### config.mk
export PLATFORM = sky130hd
export DESIGN_NAME = board_renderer
export DESIGN_NICKNAME = d
export VERILOG_FILES = /design/src/rtl/board_renderer.sv
export SDC_FILE = /design/constraint.sdc
export NUM_CORES = 1
export LEC_CHECK = 0
export ABC_AREA = 1
export BUFFER_PORTS_ARGS = -buffer_cell sky130_fd_sc_hd__buf_2
export CORE_ASPECT_RATIO = 2
export CORE_MARGIN = 3
export CORE_UTILIZATION = 40
export DETAILED_ROUTE_END_ITERATION = 8
export SYNTH_ARGS = -nofsm -noshare
export SYNTH_HDL_FRONTEND = slang
export SYNTH_SLANG_ARGS = --single-unit
### constraint.sdc
create_clock -name clk -period 1.7 [get_ports clk]
set_clock_uncertainty 0.2 [all_clocks]
set_input_delay 0.17 -clock clk [delete_from_list [all_inputs] [get_ports clk]]
set_output_delay 0.17 -clock clk [all_outputs]
set_load 0.02 [all_outputs]
### src/rtl/board_renderer.sv
// board_renderer: pulls the tank/projectile registers and every board cell out
// of game storage, then expands each board cell into a CELL_PX x CELL_PX block
// of pixel plot requests for the VGA draw path. One frame per start pulse.
module board_renderer #(
   parameter int         GRID_W   = 8,
   parameter int         GRID_H   = 8,
   parameter int         CELL_PX  = 4,
   parameter int         READ_LAT = 1,
   parameter logic [2:0] COL_BG   = 3'b000,
   parameter logic [2:0] COL_WALL = 3'b111,
   parameter logic [2:0] COL_T1   = 3'b100,
   parameter logic [2:0] COL_T2   = 3'b001,
   parameter logic [2:0] COL_P1   = 3'b110,
   parameter logic [2:0] COL_P2   = 3'b011
) (
   input  logic       clk,
   input  logic       reset,
   input  logic       start,
   output logic       busy,
   output logic       done,
   output logic [3:0] st_mode,
   output logic       st_wren,
   output logic [7:0] st_address,
   input  logic [7:0] st_q,
   output logic [7:0] plot_x,
   output logic [6:0] plot_y,
   output logic [2:0] plot_colour,
   output logic       plot_valid,
   input  logic       plot_ready
);
   localparam int PXW = (CELL_PX > 1) ? $clog2(CELL_PX) : 1;
   localparam int RCW = (READ_LAT > 0) ? $clog2(READ_LAT + 1) : 1;
   localparam logic [PXW-1:0] PX_LAST  = PXW'(CELL_PX - 1);
   localparam logic [RCW-1:0] RD_LAST  = RCW'(READ_LAT);
   localparam logic [3:0]     COL_LAST = 4'(GRID_W - 1);
   localparam logic [3:0]     ROW_LAST = 4'(GRID_H - 1);

   typedef enum logic [2:0] {IDLE, REG_RD, CELL_RD, DRAW, DONE} state_t;

   state_t         state;
   logic [RCW-1:0] rd_cnt;
   logic [2:0]     reg_idx;
   logic [3:0]     col, row;
   logic [PXW-1:0] px, py, px_n, py_n;
   logic           bubble;
   logic           last_px;
   logic [7:0]     t1, t1_dir, p1, t2, t2_dir, p2;
   logic [2:0]     cell_colour;
   logic           unused_dirs;

   // Storage is read-only from this block.
   assign st_wren = 1'b0;
   // Direction bytes are captured for completeness but play no part in colour.
   assign unused_dirs = ^{t1_dir, t2_dir};

   function automatic logic [7:0] pix_x(input logic [3:0] c, input logic [PXW-1:0] o);
      return 8'(16'(c) * 16'(CELL_PX) + 16'(o));
   endfunction

   function automatic logic [6:0] pix_y(input logic [3:0] r, input logic [PXW-1:0] o);
      return 7'(16'(r) * 16'(CELL_PX) + 16'(o));
   endfunction

   // Colour of the cell being read: objects override walls, first match wins.
   always_comb begin
      cell_colour = COL_BG;
      if ({col, row} == t1)      cell_colour = COL_T1;
      else if ({col, row} == t2) cell_colour = COL_T2;
      else if ({col, row} == p1) cell_colour = COL_P1;
      else if ({col, row} == p2) cell_colour = COL_P2;
      else if (st_q != 8'd0)     cell_colour = COL_WALL;
   end

   // Next pixel offset inside the cell, x fastest.
   always_comb begin
      last_px = (px == PX_LAST) && (py == PX_LAST);
      px_n    = px + 1'b1;
      py_n    = py;
      if (px == PX_LAST) begin
         px_n = '0;
         py_n = py + 1'b1;
      end
   end

   // Frame sequencer: register reads, then per cell a read, a pixel burst and a bubble.
   always_ff @(posedge clk) begin
      if (reset) begin
         state       <= IDLE;
         busy        <= 1'b0;
         done        <= 1'b0;
         st_mode     <= 4'd0;
         st_address  <= 8'd0;
         plot_x      <= 8'd0;
         plot_y      <= 7'd0;
         plot_colour <= 3'd0;
         plot_valid  <= 1'b0;
         rd_cnt      <= '0;
         reg_idx     <= 3'd0;
         col         <= 4'd0;
         row         <= 4'd0;
         px          <= '0;
         py          <= '0;
         bubble      <= 1'b0;
         t1          <= 8'd0;
         t1_dir      <= 8'd0;
         p1          <= 8'd0;
         t2          <= 8'd0;
         t2_dir      <= 8'd0;
         p2          <= 8'd0;
      end else begin
         done <= 1'b0;
         case (state)
            IDLE: if (start) begin
               state      <= REG_RD;
               busy       <= 1'b1;
               reg_idx    <= 3'd1;
               st_mode    <= 4'd1;
               st_address <= 8'd0;
               rd_cnt     <= '0;
            end
            REG_RD: if (rd_cnt == RD_LAST) begin
               case (reg_idx)
                  3'd1:    t1     <= st_q;
                  3'd2:    t1_dir <= st_q;
                  3'd3:    p1     <= st_q;
                  3'd4:    t2     <= st_q;
                  3'd5:    t2_dir <= st_q;
                  default: p2     <= st_q;
               endcase
               rd_cnt <= '0;
               if (reg_idx == 3'd6) begin
                  state      <= CELL_RD;
                  st_mode    <= 4'd0;
                  st_address <= 8'd0;
                  col        <= 4'd0;
                  row        <= 4'd0;
               end else begin
                  reg_idx <= reg_idx + 3'd1;
                  st_mode <= {1'b0, reg_idx + 3'd1};
               end
            end else begin
               rd_cnt <= rd_cnt + 1'b1;
            end
            CELL_RD: if (rd_cnt == RD_LAST) begin
               rd_cnt      <= '0;
               state       <= DRAW;
               plot_colour <= cell_colour;
               plot_x      <= pix_x(col, '0);
               plot_y      <= pix_y(row, '0);
               px          <= '0;
               py          <= '0;
               plot_valid  <= 1'b1;
               bubble      <= 1'b0;
            end else begin
               rd_cnt <= rd_cnt + 1'b1;
            end
            DRAW: if (bubble) begin
               bubble <= 1'b0;
               if (col == COL_LAST && row == ROW_LAST) begin
                  state <= DONE;
                  done  <= 1'b1;
                  busy  <= 1'b0;
               end else begin
                  state <= CELL_RD;
                  if (col == COL_LAST) begin
                     col        <= 4'd0;
                     row        <= row + 4'd1;
                     st_address <= {4'd0, row + 4'd1};
                  end else begin
                     col        <= col + 4'd1;
                     st_address <= {col + 4'd1, row};
                  end
               end
            end else if (plot_valid && plot_ready) begin
               if (last_px) begin
                  plot_valid <= 1'b0;
                  bubble     <= 1'b1;
               end else begin
                  px     <= px_n;
                  py     <= py_n;
                  plot_x <= pix_x(col, px_n);
                  plot_y <= pix_y(row, py_n);
               end
            end
            DONE:    state <= IDLE;
            default: state <= IDLE;
         endcase
      end
   end
endmodule

==> metrics.cfg <==
[status]
status=complete, but fails checks
violations=setup timing

[route]
drc_errors=0
drt_wl_total_microns=12200
drt_first_pass_iters=4
viasPerCell=5.18
ant_nets=0
vias=3909
drt_iter0_drc=201
wl_per_cell_microns=16.1

[cts]
htree_num_levels=3
cts_tree=done
cts-root-buf=clkbuf_16
cts_buffers=9
clock_path_buffers=2
clkLatencyLatePin_ns=0.34
cts.sinks=77
clkTransAtPathRegs_ns=0.06

[setup_path]
crit_fanout=4
startpoint_type=flip-flop
worstSetupStartpoint=reg_idx[0]$_SDFFE_PP0P_
critPathCaptureType=flip-flop
crit_arrival_ns=1.78
cpMaxStageDelayCell=dfxtp_4
path_class=reg2reg
worstPathCellList=inv_4 -> ha_4 -> nand2_2 -> nand2_4 -> nand2_2 -> buf_4 -> a21oi_4 -> buf_6 -> nand2_2 -> a21oi_1
r2r-start=reg_idx[0]$_SDFFE_PP0P_
crit_top_cell=nand2_2
required_ns=1.76
cpPeakStageDelay_ns=0.37

[hold_path]
hold_class=in2reg
hold_path.startpoint=plot_ready

[grt]
grt-ovfl-total=0
grt_usage_pct=23.2
grt_max_degree=40
antenna_found_initial=0
grt_pass1_vias=3937
grt_pass1_wl_microns=18700

[logic_synthesis]
synth_cell_types=37
yosysSeqAreaShare_pct=40.1
yosysTopAreaCell=dfxtp_1
avgSynthCellArea_sq_um=7.41
yosysTopAreaCellShare_pct=40.1
synth-seq-cells=77
yosys_warnings=0
synthTopCellsByArea=dfxtp_1, nand2_1, a21oi_1, o21ai_0, nor2_1
ys_async_sr_fraction_pct=0
synth-main-ff-cell=dfxtp_1
syn_area_sq_um=3850
syn_inst=519
synth_edf_count=0

[layout]
fin_nets=667
final_common_cell=nand2_1
drive_gt1_share_pct=36.9
n_antenna_cell=0
final_cell_mix=nand2_1, buf_4, dfxtp_1
area_growth_pct=42.2

[die]
ios=46
initial_utilization_pct=41.0
num_rows=50
die_w_microns=75.4
die_y_microns=145
core-area_sq_um=9380
die_area_sq_um=10900

[placement]
portBuffers=40
gp_congestion=0.882
place_ws_ns=-0.0785
dp_hpwl_microns=8990

[power]
intPower_uw=4650
power_switching_uw=2630
power_density_nw_per_um2=1330
swShare_pct=36.1
power_frac_comb_pct=40.1
p_leak_uw=0.00245
finalPower_uw=7270
p_seq_share_pct=31.4
peakVddDrop_mv=0.725
pwr-share-clk_pct=28.5

[timing]
finalHoldViolCount=0
min_period_ns=1.72
rsz0062_at_grt=true
setup_viol_count_final=8
fmax_mhz=582
report.final.slew_viol_count=0
period_share_pct=101
setup_slack_ns=-0.0190
tns_ns=-0.0653

[flow_run]
cap_violations=0

worst paths after layout:
path / to / slack [ns] / depth (start not counted)
worst max-delay path: col[2]$_SDFFE_PP0P_ / -0.02 / 10
worst max register to register: col[2]$_SDFFE_PP0P_ / -0.02 / 10
worst min register to register: busy$_SDFFE_PP0P_ / 0.26 / 2
worst min-delay path: plot_valid$_SDFFE_PP0P_ / 0.08 / 4
synth_stat cells (3+ instances only):
cell type and instances:
a21oi_1 58, buf_6 3, inv_2 3, nor2_4 3, nor2_1 57, inv_1 41, dfxtp_1 77, ha_1 9
nand3_1 23, nor3_1 4, nand2_1 102, inv_4 4, buf_2 9, o21ai_1 8, nand2_4 3, a211oi_1 3
o21ai_0 45, buf_4 6, o22ai_1 3, clkbuf_1 8, nand2_2 3, xnor2_1 24, nand4_1 6
registers in the layout, summed over array words and instances (netlist names):
register,flops
st_mode,3
bubble,1
py,1
done,1
reg_idx,3
col,4
st_address,8
t1,8
state,3
px,1
busy,1
plot_y,5
p1,8
plot_colour,3
plot_x,5
plot_valid,1
t2,8
rd_cnt,1
p2,8
row,4
cell families after synthesis:
family / share of synthesized area, %
AO/OA/AOI/OAI: 17.3
buffers and inverters: 9.43
AND/OR/NAND/NOR: 24.5
other: 0.0975
flip-flops: 40.1
XOR/XNOR: 5.69
adder cells (fa/ha/maj): 2.93
layout make-up:
cell class | instances | area [sq um]
timing repair buffer | 139 | 1060
inverter | 48 | 203
multi-input combinational | 371 | 2200
fill | 866 | 3910
clock inverter | 4 | 72.6
sequential | 77 | 1560
clock buffer | 11 | 243
tap | 104 | 130
per-stage QoR:
stage	instance area, sq um	hold WS (ns)	util (%)	cells
2_1_floorplan	3910	0.105	-	523
3_3_place_gp	4630	0.252	49.3	712
3_5_place_dp	4630	0.253	49.3	712
4_1_cts	5190	0.0778	55.4	743
5_1_grt	5470	0.104	58.3	754
6_report	5470	0.0785	58.3	754
worst max-delay path, delay by kind of cell (launching register included):
| family | cells | cell delay [ns] |
|---|---|---|
| flip-flops | 1 | 0.37 |
| buffers and inverters | 3 | 0.36 |
| AO/OA/AOI/OAI | 2 | 0.33 |
| AND/OR/NAND/NOR | 4 | 0.26 |
| adder cells (fa/ha/maj) | 1 | 0.14 |
per-layer routing:
| layer | GRT usage (%) | routed length, microns |
|---|---|---|
| met2 | 42.7 | 7040 |
| met5 | 0 | 0 |
| met4 | 16.5 | 750 |
| met1 | 21.5 | 4010 |
| met3 | 4.50 | 346 |
repair_timing:
item                                    CTS  global route
resized for setup                        32            71
hold buffers                              8             0
endpoints found under the setup margin   26            64
setup buffers                             8             9
hold endpoints to repair                 26             0
pin swaps                                 8            16
cloned                                    0             2
power groups by stage:
stage | registers, uW | logic (uW) | clock network, uW
after global placement | 2280 | 2460 | 0
final | 2290 | 2910 | 2070
after floorplan | 2440 | 1380 | 0
after detailed placement | 2280 | 2470 | 0
after CTS | 2260 | 2680 | 2100
after global routing | 2320 | 3210 | 2190
Note: power is estimated with default switching activity, not from simulation.
